## src/rtl/multicycle_controller_if.sv

```systemverilog
// Control bundle between the multi-cycle sequencer and the RV32 datapath.
// Carries IR fields, ALU zero and memory ready into the controller, and datapath strobes out.
// master = controller side, slave = datapath/memory side.
interface multicycle_controller_if;
    // IR fields and datapath status
    logic [6:0] opcode;
    logic [2:0] funct3;
    logic       funct7_5;
    logic       zero;
    logic       mem_ready;
    // Datapath strobes and selects
    logic       pc_write;
    logic       pc_src;
    logic       ir_write;
    logic       mem_read;
    logic       mem_write;
    logic       iord;
    logic       reg_write;
    logic       mem_to_reg;
    logic [1:0] alu_src_a;
    logic [1:0] alu_src_b;
    logic [2:0] alu_op;
    // Status
    logic       illegal_instr;
    logic       mem_error;
    logic       retire;
    logic [3:0] state_o;

    modport master (
        input  opcode, funct3, funct7_5, zero, mem_ready,
        output pc_write, pc_src, ir_write, mem_read, mem_write, iord,
               reg_write, mem_to_reg, alu_src_a, alu_src_b, alu_op,
               illegal_instr, mem_error, retire, state_o
    );

    modport slave (
        output opcode, funct3, funct7_5, zero, mem_ready,
        input  pc_write, pc_src, ir_write, mem_read, mem_write, iord,
               reg_write, mem_to_reg, alu_src_a, alu_src_b, alu_op,
               illegal_instr, mem_error, retire, state_o
    );
endinterface

```

## src/rtl/multicycle_controller.sv

```systemverilog
// Multi-cycle RV32 sequencer: FETCH/DECODE/EXECUTE/MEM/WB over a shared ALU and unified memory.
// Latency (zero-wait memory, FETCH entry to retire): R-type 4, LW 5, SW 4, BEQ 3 cycles.
// Backpressure: FETCH/MEM_RD/MEM_WR hold until mem_ready; MEM_TIMEOUT unanswered cycles trap.
//
// Ports: clk, rst_n (async active-low), bus (multicycle_controller_if.master):
//   in : opcode, funct3, funct7_5, zero, mem_ready
//   out: pc_write, pc_src, ir_write, mem_read, mem_write, iord, reg_write, mem_to_reg,
//        alu_src_a, alu_src_b, alu_op, illegal_instr, mem_error, retire, state_o
module multicycle_controller #(
    parameter int unsigned MEM_TIMEOUT = 255
) (
    input  logic                    clk,
    input  logic                    rst_n,
    multicycle_controller_if.master bus
);

    typedef enum logic [3:0] {
        FETCH    = 4'd0,
        DECODE   = 4'd1,
        EXEC_R   = 4'd2,
        MEM_ADDR = 4'd3,
        MEM_RD   = 4'd4,
        MEM_WR   = 4'd5,
        WB_R     = 4'd6,
        WB_MEM   = 4'd7,
        BRANCH   = 4'd8,
        TRAP     = 4'd9
    } state_t;

    localparam logic [6:0] OP_R     = 7'b0110011;
    localparam logic [6:0] OP_LOAD  = 7'b0000011;
    localparam logic [6:0] OP_STORE = 7'b0100011;
    localparam logic [6:0] OP_BR    = 7'b1100011;

    localparam logic [2:0] ALU_ADD = 3'b000;
    localparam logic [2:0] ALU_SUB = 3'b001;
    localparam logic [2:0] ALU_AND = 3'b010;
    localparam logic [2:0] ALU_OR  = 3'b011;
    localparam logic [2:0] ALU_SLT = 3'b100;

    // The counter holds the number of wait cycles already spent; the cycle in which
    // it would reach MEM_TIMEOUT is the last one mem_ready may still rescue.
    localparam logic [7:0] WAIT_LAST = 8'(MEM_TIMEOUT - 1);

    state_t     state_q, state_d;
    logic [7:0] wait_q, wait_d;
    logic       illegal_q, illegal_d;
    logic       mem_err_q, mem_err_d;

    logic in_wait_state;
    logic timeout;
    logic r_legal;

    assign in_wait_state = (state_q == FETCH) || (state_q == MEM_RD) || (state_q == MEM_WR);
    assign timeout       = in_wait_state && !bus.mem_ready && (wait_q == WAIT_LAST);

    // SUB (funct7_5=1) is only defined for funct3=000; AND/OR/SLT need funct7_5=0.
    assign r_legal = (bus.funct3 == 3'b000) ||
                     (!bus.funct7_5 && ((bus.funct3 == 3'b111) ||
                                        (bus.funct3 == 3'b110) ||
                                        (bus.funct3 == 3'b010)));

    always_ff @(posedge clk or negedge rst_n) begin
        if (!rst_n) begin
            state_q   <= FETCH;
            wait_q    <= 8'd0;
            illegal_q <= 1'b0;
            mem_err_q <= 1'b0;
        end else begin
            state_q   <= state_d;
            wait_q    <= wait_d;
            illegal_q <= illegal_d;
            mem_err_q <= mem_err_d;
        end
    end

    // Next state and sticky flags
    always_comb begin
        state_d   = state_q;
        illegal_d = illegal_q;
        mem_err_d = mem_err_q;
        case (state_q)
            FETCH: begin
                if (bus.mem_ready) begin
                    state_d = DECODE;
                end else if (timeout) begin
                    state_d   = TRAP;
                    mem_err_d = 1'b1;
                end
            end
            DECODE: begin
                if (bus.opcode == OP_R && r_legal) begin
                    state_d = EXEC_R;
                end else if ((bus.opcode == OP_LOAD || bus.opcode == OP_STORE) &&
                             bus.funct3 == 3'b010) begin
                    state_d = MEM_ADDR;
                end else if (bus.opcode == OP_BR && bus.funct3 == 3'b000) begin
                    state_d = BRANCH;
                end else begin
                    state_d   = TRAP;
                    illegal_d = 1'b1;
                end
            end
            EXEC_R:   state_d = WB_R;
            WB_R:     state_d = FETCH;
            MEM_ADDR: state_d = (bus.opcode == OP_LOAD) ? MEM_RD : MEM_WR;
            MEM_RD: begin
                if (bus.mem_ready) begin
                    state_d = WB_MEM;
                end else if (timeout) begin
                    state_d   = TRAP;
                    mem_err_d = 1'b1;
                end
            end
            MEM_WR: begin
                if (bus.mem_ready) begin
                    state_d = FETCH;
                end else if (timeout) begin
                    state_d   = TRAP;
                    mem_err_d = 1'b1;
                end
            end
            WB_MEM:   state_d = FETCH;
            BRANCH:   state_d = FETCH;
            TRAP:     state_d = TRAP;
            default:  state_d = TRAP;
        endcase
    end

    // Counting only while staying in the same wait state also clears it on entry
    // to any wait state and on any cycle mem_ready completes the access.
    always_comb begin
        wait_d = 8'd0;
        if (in_wait_state && !bus.mem_ready && (state_d == state_q)) begin
            wait_d = wait_q + 8'd1;
        end
    end

    logic       pc_write, pc_src, ir_write, mem_read, mem_write, iord;
    logic       reg_write, mem_to_reg, retire;
    logic [1:0] alu_src_a, alu_src_b;
    logic [2:0] alu_op;

    // Moore decode of the current state, with mem_ready/zero-qualified strobes
    always_comb begin
        pc_write   = 1'b0;
        pc_src     = 1'b0;
        ir_write   = 1'b0;
        mem_read   = 1'b0;
        mem_write  = 1'b0;
        iord       = 1'b0;
        reg_write  = 1'b0;
        mem_to_reg = 1'b0;
        retire     = 1'b0;
        alu_src_a  = 2'b00;
        alu_src_b  = 2'b00;
        alu_op     = ALU_ADD;
        case (state_q)
            FETCH: begin
                mem_read = 1'b1;
                if (bus.mem_ready) begin
                    ir_write  = 1'b1;
                    pc_write  = 1'b1;
                    alu_src_b = 2'b01;
                end
            end
            DECODE: begin
                alu_src_a = 2'b01;
                alu_src_b = 2'b10;
            end
            EXEC_R: begin
                alu_src_a = 2'b10;
                case (bus.funct3)
                    3'b000:  alu_op = bus.funct7_5 ? ALU_SUB : ALU_ADD;
                    3'b111:  alu_op = ALU_AND;
                    3'b110:  alu_op = ALU_OR;
                    3'b010:  alu_op = ALU_SLT;
                    default: alu_op = ALU_ADD;
                endcase
            end
            WB_R: begin
                reg_write = 1'b1;
                retire    = 1'b1;
            end
            MEM_ADDR: begin
                alu_src_a = 2'b10;
                alu_src_b = 2'b10;
            end
            MEM_RD: begin
                mem_read = 1'b1;
                iord     = 1'b1;
            end
            MEM_WR: begin
                mem_write = 1'b1;
                iord      = 1'b1;
                retire    = bus.mem_ready;
            end
            WB_MEM: begin
                reg_write  = 1'b1;
                mem_to_reg = 1'b1;
                retire     = 1'b1;
            end
            BRANCH: begin
                alu_src_a = 2'b10;
                alu_op    = ALU_SUB;
                pc_write  = bus.zero;
                pc_src    = bus.zero;
                retire    = 1'b1;
            end
            default: ;
        endcase
    end

    // Reset forces every output low even though FETCH would otherwise request memory.
    assign bus.pc_write      = rst_n & pc_write;
    assign bus.pc_src        = rst_n & pc_src;
    assign bus.ir_write      = rst_n & ir_write;
    assign bus.mem_read      = rst_n & mem_read;
    assign bus.mem_write     = rst_n & mem_write;
    assign bus.iord          = rst_n & iord;
    assign bus.reg_write     = rst_n & reg_write;
    assign bus.mem_to_reg    = rst_n & mem_to_reg;
    assign bus.retire        = rst_n & retire;
    assign bus.alu_src_a     = rst_n ? alu_src_a : 2'b00;
    assign bus.alu_src_b     = rst_n ? alu_src_b : 2'b00;
    assign bus.alu_op        = rst_n ? alu_op    : 3'b000;
    assign bus.illegal_instr = rst_n & illegal_q;
    assign bus.mem_error     = rst_n & mem_err_q;
    assign bus.state_o       = rst_n ? state_q : 4'd0;

endmodule

```

## src/flat_wrapper.sv

```systemverilog
// flat-port wrapper written by rule: the top's interface ports become plain ports
module multicycle_controller_flat 
#(
    parameter int unsigned MEM_TIMEOUT = 255
)
  (clk, rst_n, bus_opcode, bus_funct3, bus_funct7_5, bus_zero, bus_mem_ready, bus_pc_write, bus_pc_src, bus_ir_write, bus_mem_read, bus_mem_write, bus_iord, bus_reg_write, bus_mem_to_reg, bus_alu_src_a, bus_alu_src_b, bus_alu_op, bus_illegal_instr, bus_mem_error, bus_retire, bus_state_o);
  multicycle_controller_if bus_i ();
  input  logic clk;
  input  logic rst_n;
  input wire logic [$bits(bus_i.opcode)-1:0] bus_opcode;
  input wire logic [$bits(bus_i.funct3)-1:0] bus_funct3;
  input wire logic [$bits(bus_i.funct7_5)-1:0] bus_funct7_5;
  input wire logic [$bits(bus_i.zero)-1:0] bus_zero;
  input wire logic [$bits(bus_i.mem_ready)-1:0] bus_mem_ready;
  output wire logic [$bits(bus_i.pc_write)-1:0] bus_pc_write;
  output wire logic [$bits(bus_i.pc_src)-1:0] bus_pc_src;
  output wire logic [$bits(bus_i.ir_write)-1:0] bus_ir_write;
  output wire logic [$bits(bus_i.mem_read)-1:0] bus_mem_read;
  output wire logic [$bits(bus_i.mem_write)-1:0] bus_mem_write;
  output wire logic [$bits(bus_i.iord)-1:0] bus_iord;
  output wire logic [$bits(bus_i.reg_write)-1:0] bus_reg_write;
  output wire logic [$bits(bus_i.mem_to_reg)-1:0] bus_mem_to_reg;
  output wire logic [$bits(bus_i.alu_src_a)-1:0] bus_alu_src_a;
  output wire logic [$bits(bus_i.alu_src_b)-1:0] bus_alu_src_b;
  output wire logic [$bits(bus_i.alu_op)-1:0] bus_alu_op;
  output wire logic [$bits(bus_i.illegal_instr)-1:0] bus_illegal_instr;
  output wire logic [$bits(bus_i.mem_error)-1:0] bus_mem_error;
  output wire logic [$bits(bus_i.retire)-1:0] bus_retire;
  output wire logic [$bits(bus_i.state_o)-1:0] bus_state_o;
  assign bus_i.opcode = bus_opcode;
  assign bus_i.funct3 = bus_funct3;
  assign bus_i.funct7_5 = bus_funct7_5;
  assign bus_i.zero = bus_zero;
  assign bus_i.mem_ready = bus_mem_ready;
  assign bus_pc_write = bus_i.pc_write;
  assign bus_pc_src = bus_i.pc_src;
  assign bus_ir_write = bus_i.ir_write;
  assign bus_mem_read = bus_i.mem_read;
  assign bus_mem_write = bus_i.mem_write;
  assign bus_iord = bus_i.iord;
  assign bus_reg_write = bus_i.reg_write;
  assign bus_mem_to_reg = bus_i.mem_to_reg;
  assign bus_alu_src_a = bus_i.alu_src_a;
  assign bus_alu_src_b = bus_i.alu_src_b;
  assign bus_alu_op = bus_i.alu_op;
  assign bus_illegal_instr = bus_i.illegal_instr;
  assign bus_mem_error = bus_i.mem_error;
  assign bus_retire = bus_i.retire;
  assign bus_state_o = bus_i.state_o;
  multicycle_controller #(.MEM_TIMEOUT(MEM_TIMEOUT)) u_core (.clk(clk), .rst_n(rst_n), .bus(bus_i));
endmodule
```

## config.mk

```make
export PLATFORM = sky130hd
export DESIGN_NAME = multicycle_controller_flat
export DESIGN_NICKNAME = d
export VERILOG_FILES = /design/src/rtl/multicycle_controller_if.sv /design/src/rtl/multicycle_controller.sv /design/src/flat_wrapper.sv
export SDC_FILE = /design/constraint.sdc
export NUM_CORES = 1
export LEC_CHECK = 0
export BUFFER_PORTS_ARGS = -buffer_cell sky130_fd_sc_hd__buf_4
export CAP_MARGIN = 20
export CORE_ASPECT_RATIO = 1.2
export CORE_MARGIN = 2
export CORE_UTILIZATION = 44
export DETAILED_ROUTE_END_ITERATION = 16
export PLACE_DENSITY = 0.75
export SYNTH_ARGS = -nofsm -noshare
export SYNTH_HDL_FRONTEND = slang
export SYNTH_SLANG_ARGS = --single-unit
```

## constraint.sdc

```tcl
create_clock -name clk -period 1.6 [get_ports clk]
set_input_delay 0.16 -clock clk [delete_from_list [all_inputs] [get_ports clk]]
set_output_delay 0.16 -clock clk [all_outputs]
set_load 0.02 [all_outputs]
```

; After elaboration in Yosys (flattened, before gate mapping)
; Cells that the tools add are included.
[word_totals]
reg_bits = 14
input_bits = 15
elab_cells = 93
out_inout_bits = 22
[classes]
mux = 30
bitwise = 15
addsub = 1
eq_ne = 17
reduce_logical = 26
[ops]
columns = cell, count
row1 = $mux W4, 7
row2 = $pmux W4 S7, 1
row3 = $eq A4 B3 Y1 const B, 4
row4 = $eq A7 B6 Y1 const B, 2
row5 = $mux W1, 12
row6 = $pmux W3 S4, 1
row7 = $and A1 B1 Y1, 11
row8 = $reduce_or A3 Y1, 3
row9 = $add A8 B1 Y8 const B, 1
row10 = $eq A4 B2 Y1 const B, 2
row11 = $eq A8 B8 Y1 const B, 1
row12 = $mux W8, 1
row13 = $pmux W2 S2, 2
row14 = $reduce_or A2 Y1, 4
row15 = $eq A7 B2 Y1 const B, 1
row16 = $eq A7 B7 Y1 const B, 1
row17 = $logic_and A1 B1 Y1, 7
row18 = $eq A3 B3 Y1 const B, 2
row19 = $logic_or A1 B1 Y1, 6
row20 = $pmux W3 S2, 1
row21 = $eq A4 B1 Y1 const B, 1
row22 = $eq A4 B4 Y1, 1
row23 = $eq A4 B4 Y1 const B, 1
row24 = $logic_not A4 Y1, 1
row25 = 9 further kinds, 15

; Logic depth before layout (Yosys ltp)
; Gate-level depths: netlist of run 1.
[depth]
word_depth = 11
ltp_mapped = 6
depth_no_buf = 6

; Worst setup path after synthesis of run 1
; OpenSTA, ideal clock, no wires.
[synth_timing]
path_kind = register to output
from = reg u_core.state_q[1]
to = out bus_pc_write
n_path_buf = 1
setup_slack_ns = -0.066
arrival_ns = 1.506
stages_incl_launch_ff = 6
required_ns = 1.440
path_cell_list = dfrtp_1 > clkbuf_1 > nor3b_1 > nand3_1 > nor2_1 > or2_2
[synth_via]
elab_chain_cells = 3
word_cells_on_any_way = 4
classes_between = eq/ne: 1 / mux: 1 / bitwise: 1 / reduce/logical: 1
[synth_lines]
columns = element, line
row1 = "start, declared", multicycle_controller.sv:45  ; state_t state_q, state_d;
row2 = "start signal, assigned", multicycle_controller.sv:70  ; state_q <= state_d;
row3 = $eq A4 B4 Y1 / $logic_not A4 Y1 (equally long branches), multicycle_controller.sv:158  ; case (state_q)
row4 = $pmux W1 S2 *, multicycle_controller.sv:158
row5 = $and A1 B1 Y1 *, multicycle_controller.sv:215  ; assign bus.pc_write = rst_n & pc_write;
row6 = "end, declared", flat_wrapper.sv:15  ; output wire logic [$bits(bus_i.pc_write)-1:0] bus_pc_write;
; Every way passes the cells marked *; elsewhere a longest branch is shown, timed or not.

; Final worst setup path of run 1
[layout_timing]
from = reg u_core.state_q[1]
to = out bus_retire
[layout_via]
elab_chain_cells = 4
word_cells_on_any_way = 7
classes_between = eq/ne: 4 / mux: 1 / bitwise: 1 / reduce/logical: 1
[layout_lines]
columns = element, line
row1 = $eq A4 B3 Y1 / $eq A4 B4 Y1 (equally long branches), multicycle_controller.sv:158
row2 = $reduce_or A3 Y1 (no line), -
row3 = $pmux W1 S2 *, multicycle_controller.sv:158
row4 = $and A1 B1 Y1 *, multicycle_controller.sv:223  ; assign bus.retire = rst_n & retire;
row5 = "end, declared", flat_wrapper.sv:28  ; output wire logic [$bits(bus_i.retire)-1:0] bus_retire;
; Marked as above.

==> results of run 1 <==
## where the power goes
group | internal [mW] | switching, mW | leakage (nW)
clock network | 0.138 | 0.120 | 0.0210
registers | 0.353 | 0 | 0.176
logic | 0.0422 | 0.0418 | 0.504
total | 0.534 | 0.162 | 0.702
## critical path, cell delays in order (launching register included)
cell and delay [ps]:
dfrtp_2 460, buf_6 160, nor4b_4 300, o21a_1 140, buf_4 130
## through the flow
stage               instances  hold WS [ps]  setup TNS (ps)
finish                    210         249.8          -78.77
global route              210         239.8          -367.4
CTS                       211         236.8          -62.34
detailed placement        199        -36.89               0
global placement          199        -36.01               0
floorplan                 130        -135.6          -74.49
## what timing repair did
action | CTS | global route
hold buffers | 2 | 0
cloned | 1 | 0
buffers inserted | 5 | 0
gates resized for setup | 15 | 23
hold endpoints to repair | 14 | 0
pin swaps | 2 | 2
endpoints found under the setup margin | 15 | 20
## cell families (layout without fill, tap and decap cells)
kind of cell / count (synthesis) / after routing
xor gates and xnor gates: 6 / 6
and+or+nand+nor: 70 / 70
buffers and inverters: 16 / 65
AOI/OAI and AO/OA: 21 / 21
muxes: 1 / 1
DFF: 14 / 14
adders and majority gates: 2 / 2
## metal layers
layer | up-vias | share of wire [%]
met3 | 15 | 5.2
met2 | 49 | 52
li1 | 555 | -
met4 | 0 | 5.4
met5 | - | 0
met1 | 552 | 38
## final cells by class
cell class	count	area [µm²]	share of cell area, %
multi-input cells	100	737.0	45.41
repair buffers	52	417.9	25.75
flip-flops and latches	14	354.1	21.82
inverters	9	38.79	2.390
well taps	31	38.79	2.390
clock buffers	4	36.28	2.236
## registers in the layout (all words and copies together) (netlist names)
name,count
u_core.wait_q,8
u_core.state_q,4
u_core.illegal_q,1
u_core.mem_err_q,1
## synth_stat cells, drive strengths merged, types with 2 or more instances
library cell	n	area, µm²
ha	2	25.02
xnor2	4	35.03
nor2b	2	12.51
xor2	2	17.52
nand2	9	33.78
nor3	4	20.02
or4	2	15.01
and2	5	31.28
or2	2	12.51
o21ai	5	28.78
o31ai	3	22.52
nor4	6	37.54
a21oi	4	20.02
o21a	2	15.01
nand2b	2	12.51
nor2	22	82.58
clkbuf	6	22.52
inv	8	30.03
nand3	7	35.03
dfrtp	14	350.3
## worst min-delay path by stage
| stage | to | slack [ps] |
|---|---|---|
| final | u_core.state_q[0] | 250 |
| after CTS | u_core.state_q[3] | 240 |
| after global placement | u_core.state_q[0] | -40 |
| after global routing | u_core.state_q[3] | 240 |
| after detailed placement | u_core.state_q[0] | -40 |
| after floorplan | u_core.illegal_q | -140 |
==> results.sh, run 1 <==
export IMPL_status="complete, but fails checks"
export IMPL_violations="negative setup slack"
export IMPL_portBuffers=36
export IMPL_num_vias=1171
export IMPL_antenna_cells=0
export IMPL_drv_cap=0
export IMPL_grt_antenna_before_repair=0
export IMPL_coreArea_mm2=0.002235
export IMPL_crit_required_ps=1440
export IMPL_syn_to_final_growth_pct=60.12
export IMPL_groute_usage_overall_pct=23.87
export IMPL_dp_hpwl_mm=1.966
export IMPL_placed_area_mm2=0.001368
export IMPL_yosysSeqAreaShare_pct=34.57
export IMPL_die_h_um=56.58
export IMPL_synth_ff_type="dfrtp_1"
export IMPL_use_met3_pct=2.894
export IMPL_hold_viol_final=0
export IMPL_drt_initial_drc_count=43
export IMPL_synth_compound_area_share_pct=14.57
export IMPL_drc_errors=0
export IMPL_first_pass_iters=4
export IMPL_final_cell_mix="44 x buf_4, 18 x nor2_1, 11 x dfrtp_1, 7 x inv_1, 7 x nand2_1"
export IMPL_startpoint_type="flip-flop"
export IMPL_htreeDepth=1
export IMPL_period_needed_ps=1644
export IMPL_nFillCells=178
export IMPL_synth_seq_cells=14
export IMPL_reg2reg_depth=4
export IMPL_final_common_cell="buf_4"
export IMPL_cts_clk_slew_worst_paths_ps=90
export IMPL_syn_area_per_cell_um2=7.796
export IMPL_fin_area_mm2=0.001623
export IMPL_synth_edf_count=0
export IMPL_grt_pass1_vias=1150
export IMPL_power_density_mw_per_mm2=428.9
export IMPL_syn_nets=147
export IMPL_pre_cts_ws_ps=33.80
export IMPL_critPathArrivalTime_ps=1480
export IMPL_r2r_end="u_core.state_q[0]"
export IMPL_fin_nets=197
export IMPL_worst_slew_pin_slew_ps=553.7
export IMPL_worstReg2RegStart="u_core.state_q[3]"
export IMPL_grt_busiest_layer="met2"
export IMPL_met2_usage_pct=38.10
export IMPL_cts_buffers=3
export IMPL_p_total_uw=696.0
export IMPL_overflow=0
export IMPL_start_util_pct=45.35
export IMPL_num_io_pins=37
export IMPL_rsz0062_at_grt="yes"
export IMPL_fin_util_pct=72.62
export IMPL_slew_headroom_pct=62.97
export IMPL_cp_startpoint="u_core.state_q[1]"
export IMPL_rows=19
export IMPL_fin_crit_sh_pct=102.8
export IMPL_drive_gt1_share_pct=46.37
export IMPL_numClockSinks=14
export IMPL_routabilityCongestion=0.7836
export IMPL_critPathKind="reg -> out"
export IMPL_power_leakage_nw=0.7017
export IMPL_synth_top_family_by_area="simple AND/OR/NAND/NOR gates"
export IMPL_synth_cells=130
export IMPL_yosysWarningCount=0
export IMPL_max_freq_mhz=608.1
export IMPL_synth_adder_area_share_pct=2.469
export IMPL_cp_max_fo=5
export IMPL_dieWidth_um=47.81
export IMPL_muxShareOfSynthArea_pct=0.9877
export IMPL_use_met1_pct=29.01
export IMPL_clockBufferDepth=2
export IMPL_clockRootBuffer="clkbuf_4"
export IMPL_peakVddDrop_mv=0.5626
export IMPL_finalWorstSetupSlack_ps=-44.45
export IMPL_antenna_left=0
export IMPL_routedWlPerCell_um=14.70
export IMPL_vias_per_cell=5.576
export IMPL_clk_latency_ps=280
export IMPL_critPathCapture="bus_retire"
export IMPL_async_flop_share_pct=100.0
export IMPL_crit_path_end_kind="output port"
export IMPL_grt_max_degree=13
export IMPL_tritoncts="yes"
export IMPL_setup_viol_count_final=3
export IMPL_grt_pass1_wl_mm=4.816
export IMPL_synth_xor_area_share_pct=5.185
export IMPL_ff2ff_setup_slack_ps=10
export IMPL_synth_simple_area_share_pct=35.93
export IMPL_wirelength_mm=3.087
export IMPL_hp_class="in -> async"
export IMPL_synth_cell_types=41
export IMPL_finClkSkew_ps=11.39
export IMPL_syn_cell_area_mm2=0.001013
export IMPL_die_area_mm2=0.002705
export IMPL_slew_viol_final=0
No activity file was read; power rests on OpenSTA's default activity.
==> run 2, diff against run 1 <==
- CORE_MARGIN: 2 -> not set
- SETUP_SLACK_MARGIN: not set -> 0.15
- SLEW_MARGIN: not set -> 30
==> run 2 against run 1 <==
Compared with the run above: combinational power rose by 13%; sequential cell count stayed put; the flow still finishes with violations (negative setup slack); clock skew is 1.9 ps lower; core utilization rose by 17 points; sequential power barely moved; first-iteration DRC count rose by 2.3%; via count grew 14%; register-to-register slack got worse by 140 ps; highest routed layer unchanged; critical path depth is 1 higher.
==> results.sh, run 2 (same netlist as run 1, synthesis figures left out) <==
export IMPL_grt_antenna_before_repair=0
export IMPL_ff2ff_setup_slack_ps=-130
export IMPL_die_area_mm2=0.002500
export IMPL_finClkSkew_ps=9.474
export IMPL_num_vias=1338
export IMPL_r2r_end="u_core.state_q[0]"
export IMPL_antenna_left=0
export IMPL_placed_cells=200
export IMPL_period_needed_ps=1749
export IMPL_rsz0062_at_grt="yes"
export IMPL_critPathArrivalTime_ps=1590
export IMPL_placed_area_mm2=0.001385
export IMPL_regMostFlops="u_core.wait_q"
export IMPL_dieWidth_um=45.81
export IMPL_finalWorstSetupSlack_ps=-149.4
export IMPL_syn_to_final_growth_pct=86.91
export IMPL_antenna_cells=0
export IMPL_worstPathCellList="buf_6 > nor2_1 > and3_4 > or2_2 > buf_6"
export IMPL_holdPathEnd="u_core.state_q[1]"
export IMPL_fin_util_pct=89.48
export IMPL_violations="negative setup slack"
export IMPL_wirelength_mm=4.640
export IMPL_fin_crit_sh_pct=109.3
export IMPL_htreeDepth=1
export IMPL_rows=18
export IMPL_power_density_mw_per_mm2=378.5
export IMPL_fin_area_mm2=0.001894
export IMPL_path_common_cell="buf_6"
export IMPL_critPathTopFamily="simple AND/OR/NAND/NOR gates"
export IMPL_cp_max_fo=3
export IMPL_grt_pass1_wl_mm=5.526
export IMPL_largest_register_ff_count=8
export IMPL_whs_path_depth=3
export IMPL_grt_max_degree=15
export IMPL_drc_errors=0
export IMPL_fin_nets=211
export IMPL_routabilityCongestion=0.9029
export IMPL_path_buf_inv=2
export IMPL_critPathKind="reg -> out"
export IMPL_groute_usage_overall_pct=31.79
export IMPL_clockRootBuffer="clkbuf_4"
export IMPL_status="complete, but fails checks"
export IMPL_drt_initial_drc_count=44
export IMPL_start_util_pct=47.87
export IMPL_hold_path_startpoint="bus_mem_ready"
export IMPL_top_regs="u_core.wait_q: 8 flops, u_core.state_q: 4 flops"
export IMPL_numClockSinks=14
export IMPL_cts_buffers=3
export IMPL_dp_hpwl_mm=2.003
export IMPL_setup_viol_count_final=10
export IMPL_routedWlPerCell_um=20.81
export IMPL_hold_viol_final=0
export IMPL_cts_clk_slew_worst_paths_ps=100
export IMPL_power_leakage_nw=0.8356
export IMPL_cpPeakStageDelay_ps=440
export IMPL_clk_latency_ps=290
export IMPL_crit_path_end_kind="output port"
export IMPL_final_common_cell="buf_4"
export IMPL_p_total_uw=717.0
export IMPL_first_pass_iters=4
export IMPL_crit_required_ps=1440
export IMPL_hp_class="in -> reg"
export IMPL_worstReg2RegStart="u_core.state_q[3]"
export IMPL_vias_per_cell=6.000
export IMPL_startpoint_type="flip-flop"
export IMPL_coreArea_mm2=0.002117
export IMPL_worst_slew_pin_slew_ps=638.6
export IMPL_drv_cap=0
export IMPL_portBuffers=36
export IMPL_drive_gt1_share_pct=54.40
export IMPL_critPathSlowestCell="dfrtp_1"
export IMPL_clockBufferDepth=2
export IMPL_pre_cts_ws_ps=130.0
export IMPL_num_io_pins=37
export IMPL_layoutNonFillerInstCount=223
export IMPL_tritoncts="yes"
export IMPL_peakVddDrop_mv=0.6523
export IMPL_final_cell_mix="43 x buf_4, 20 x buf_6, 17 x nor2_1, 12 x dfrtp_1"
export IMPL_max_freq_mhz=571.6
export IMPL_slew_viol_final=0
export IMPL_die_h_um=54.58
export IMPL_grt_pass1_vias=1161
export IMPL_overflow=0
export IMPL_slew_headroom_pct=57.29
export IMPL_reg2reg_depth=5
[run 2: worst reg2reg max path, cell delays in order (launching register included)]
cell and delay [ps]:
dfrtp_1 440, buf_4 160, or4_4 410, o221a_1 240, a311oi_2 240, o21ai_1 120
[run 2: routing by layer]
| metal | GRT usage (%) | wire length [µm] | up-vias |
|---|---|---|---|
| li1 | - | - | 581 |
| met1 | 38.92 | 1618 | 629 |
| met2 | 55.95 | 2395 | 92 |
| met3 | 4.620 | 300 | 36 |
| met4 | 11.76 | 325 | 0 |
| met5 | 0 | 0 | - |
[run 2: worst max path at each step]
| stage | start | endpoint | slack (ps) | cells past startpoint |
|---|---|---|---|---|
| 5_1_grt | u_core.state_q[3] | bus_pc_write | -180 | 5 |
| 3_5_place_dp | u_core.state_q[3] | bus_alu_op[0] | 130 | 5 |
| 6_report | u_core.state_q[3] | bus_pc_write | -150 | 5 |
| 2_1_floorplan | u_core.state_q[3] | bus_alu_src_a[0] | -20 | 3 |
| 4_1_cts | u_core.state_q[3] | bus_pc_write | -50 | 5 |
| 3_3_place_gp | u_core.state_q[3] | u_core.state_q[0] | 110 | 4 |
[run 2: layout make-up]
cell class / instances / area (µm²)
multi-input cells: 100 / 828.3
flip-flops and latches: 14 / 352.8
well taps: 30 / 37.54
repair buffers: 66 / 598.1
clock buffers: 4 / 36.28
fillers: 103 / 222.7
inverters: 9 / 41.29
[run 2: where the power goes]
group / switching [mW] / total (mW) / internal [mW]
logic: 0.0499 / 0.0947 / 0.0448
registers: 0 / 0.353 / 0.353
clock network: 0.130 / 0.269 / 0.139
total: 0.180 / 0.717 / 0.537
[run 2: what timing repair did]
item	in CTS	in global routing
hold buffers	1	0
gates cloned	0	0
buffers inserted	11	7
pin swaps	8	11
endpoints found under the hold margin	14	0
setup endpoints to repair	17	30
resized for setup	40	32
[run 2: metrics by stage]
step	hold slack, ps	TNS (ps)
2_1_floorplan	-135.6	-72.63
3_5_place_dp	149.6	0
3_3_place_gp	147.9	0
5_1_grt	299.8	-1079
4_1_cts	245.1	-97.02
6_report	294.5	-595.7
==> run 3, diff against run 2 <==
- REMOVE_ABC_BUFFERS: not set -> 1
- SETUP_SLACK_MARGIN: 0.15 -> 0.2
==> run 3 against run 2 <==
Compared with the run above: the run still ends with negative setup slack left; first-iteration DRC count grew 9.1%; non-clock buffer count shrank 4; sequential cell count is the same.
==> results.sh, run 3 (same netlist as run 1, synthesis figures left out) <==
export IMPL_clk_latency_ps=290
export IMPL_wirelength_mm=4.541
export IMPL_drive_gt1_share_pct=53.97
export IMPL_nFillCells=102
export IMPL_grt_antenna_before_repair=0
export IMPL_setup_viol_count_final=15
export IMPL_cpPeakStageDelay_ps=470
export IMPL_final_common_cell="buf_4"
export IMPL_hp_class="in -> reg"
export IMPL_htreeDepth=1
export IMPL_drt_initial_drc_count=48
export IMPL_dieWidth_um=45.81
export IMPL_peakVddDrop_mv=0.5453
export IMPL_fin_crit_sh_pct=107.0
export IMPL_period_needed_ps=1712
export IMPL_crit_path_end_kind="output port"
export IMPL_antenna_cells=0
export IMPL_numClockSinks=14
export IMPL_grt_max_degree=15
export IMPL_worst_slew_pin_slew_ps=655.1
export IMPL_antenna_left=0
export IMPL_critPathTopFamily="flip-flops"
export IMPL_largest_register_ff_count=8
export IMPL_clockRootBuffer="clkbuf_4"
export IMPL_worstPathCellList="buf_6 > buf_6 > a21oi_4 > nor3_4 > o21a_1 > buf_6"
export IMPL_path_buf_inv=3
export IMPL_tns_ps=-892.4
export IMPL_critPathSlowestCell="dfrtp_2"
export IMPL_die_h_um=54.58
export IMPL_slew_viol_final=0
export IMPL_grt_pass1_vias=1243
export IMPL_overflow=0
export IMPL_dp_hpwl_mm=1.999
export IMPL_critPathKind="reg -> out"
export IMPL_power_density_mw_per_mm2=386.3
export IMPL_crit_required_ps=1440
export IMPL_path_common_cell="buf_6"
export IMPL_drc_errors=0
export IMPL_fin_area_mm2=0.001869
export IMPL_status="complete, but fails checks"
export IMPL_routabilityCongestion=0.7840
export IMPL_hold_viol_final=0
export IMPL_finalWorstSetupSlack_ps=-112.3
export IMPL_top_regs="u_core.wait_q: 8 flops, u_core.state_q: 4 flops"
export IMPL_start_util_pct=47.87
export IMPL_regMostFlops="u_core.wait_q"
export IMPL_rows=18
export IMPL_violations="negative setup slack"
export IMPL_power_leakage_nw=0.8120
export IMPL_slew_headroom_pct=56.18
export IMPL_tritoncts="yes"
export IMPL_cts_buffers=3
export IMPL_max_freq_mhz=584.0
export IMPL_num_vias=1357
export IMPL_final_cell_mix="40 x buf_4, 18 x buf_6, 16 x nor2_1, 11 x dfrtp_1, 8 x inv_1"
export IMPL_groute_usage_overall_pct=30.71
export IMPL_pre_cts_ws_ps=39.83
export IMPL_syn_to_final_growth_pct=84.44
export IMPL_placed_area_mm2=0.001366
export IMPL_routedWlPerCell_um=20.74
export IMPL_first_pass_iters=4
export IMPL_portBuffers=36
export IMPL_grt_pass1_wl_mm=5.492
export IMPL_fin_nets=207
export IMPL_cp_max_fo=4
export IMPL_critPathArrivalTime_ps=1550
export IMPL_coreArea_mm2=0.002117
export IMPL_rsz0062_at_grt="yes"
export IMPL_startpoint_type="flip-flop"
export IMPL_finClkSkew_ps=11.94
export IMPL_die_area_mm2=0.002500
export IMPL_num_io_pins=37
export IMPL_vias_per_cell=6.196
export IMPL_clockBufferDepth=2
export IMPL_cts_clk_slew_worst_paths_ps=100
export IMPL_p_total_uw=722.0
export IMPL_drv_cap=0
## run 3: changes by cell type in the layout (fill, tap and decap cells not counted), sizes merged
cell,change
buf,-4
clkinv,+1
inv,-1
## run 3: area by class of cell
class / count / area, µm² / share of cell area [%]
Tap cell: 30 / 37.54 / 2.008
Multi-Input combinational cell: 100 / 832.0 / 44.51
Clock buffer: 4 / 36.28 / 1.941
Inverter: 9 / 38.79 / 2.075
Timing Repair Buffer: 62 / 570.5 / 30.52
Sequential cell: 14 / 354.1 / 18.94
## run 3: through the flow
step,hold slack [ps],cells,utilization (%)
after floorplan,-135.6,123,-
after global placement,152.5,199,64.54
after detailed placement,155.7,199,64.54
after CTS,257.5,217,80.61
after global routing,294.1,219,88.30
final,299.2,219,88.30
## run 3: what timing repair did
action | 4_1_cts | 5_1_grt
pin swaps | 14 | 17
setup endpoints to repair | 28 | 33
hold endpoints to repair | 14 | 0
hold buffers | 1 | 0
gates resized for setup | 44 | 32
buffers inserted | 12 | 2
gates cloned | 1 | 0
## run 3: per-layer routing
layer	routed length, µm	global-route usage, %	vias to the layer above	share of wire (%)
met4	229	18.14	0	5.0
li1	-	-	573	-
met3	299	2.640	28	6.6
met5	0	0	-	0
met1	1607	33.33	665	35
met2	2404	56.90	91	53
## run 3: path summary, 6_finish.rpt
path,startpoint,endpoint,slack [ps],cells past startpoint
min in group asynchronous,rst_n,u_core.state_q[1],670,3
max,u_core.state_q[1],bus_retire,-110,6
min reg2reg,u_core.wait_q[0],u_core.wait_q[0],520,1
max reg2reg,u_core.state_q[1],u_core.state_q[1],-60,5
max in group asynchronous,rst_n,u_core.state_q[0],480,3
min,bus_mem_ready,u_core.wait_q[5],300,4
## run 3: where the power goes
group | total (mW) | internal [mW] | switching, mW
registers | 0.353 | 0.353 | 0
logic | 0.0998 | 0.0456 | 0.0541
clock network | 0.269 | 0.139 | 0.130
total | 0.722 | 0.538 | 0.184
## run 3: worst register-to-register path, delay by kind of cell, from the launching register on
kind            cells  cell delay (ps)
buf+inv             3              420
simple gates        1              500
compound gates      1              200
flops               1              470
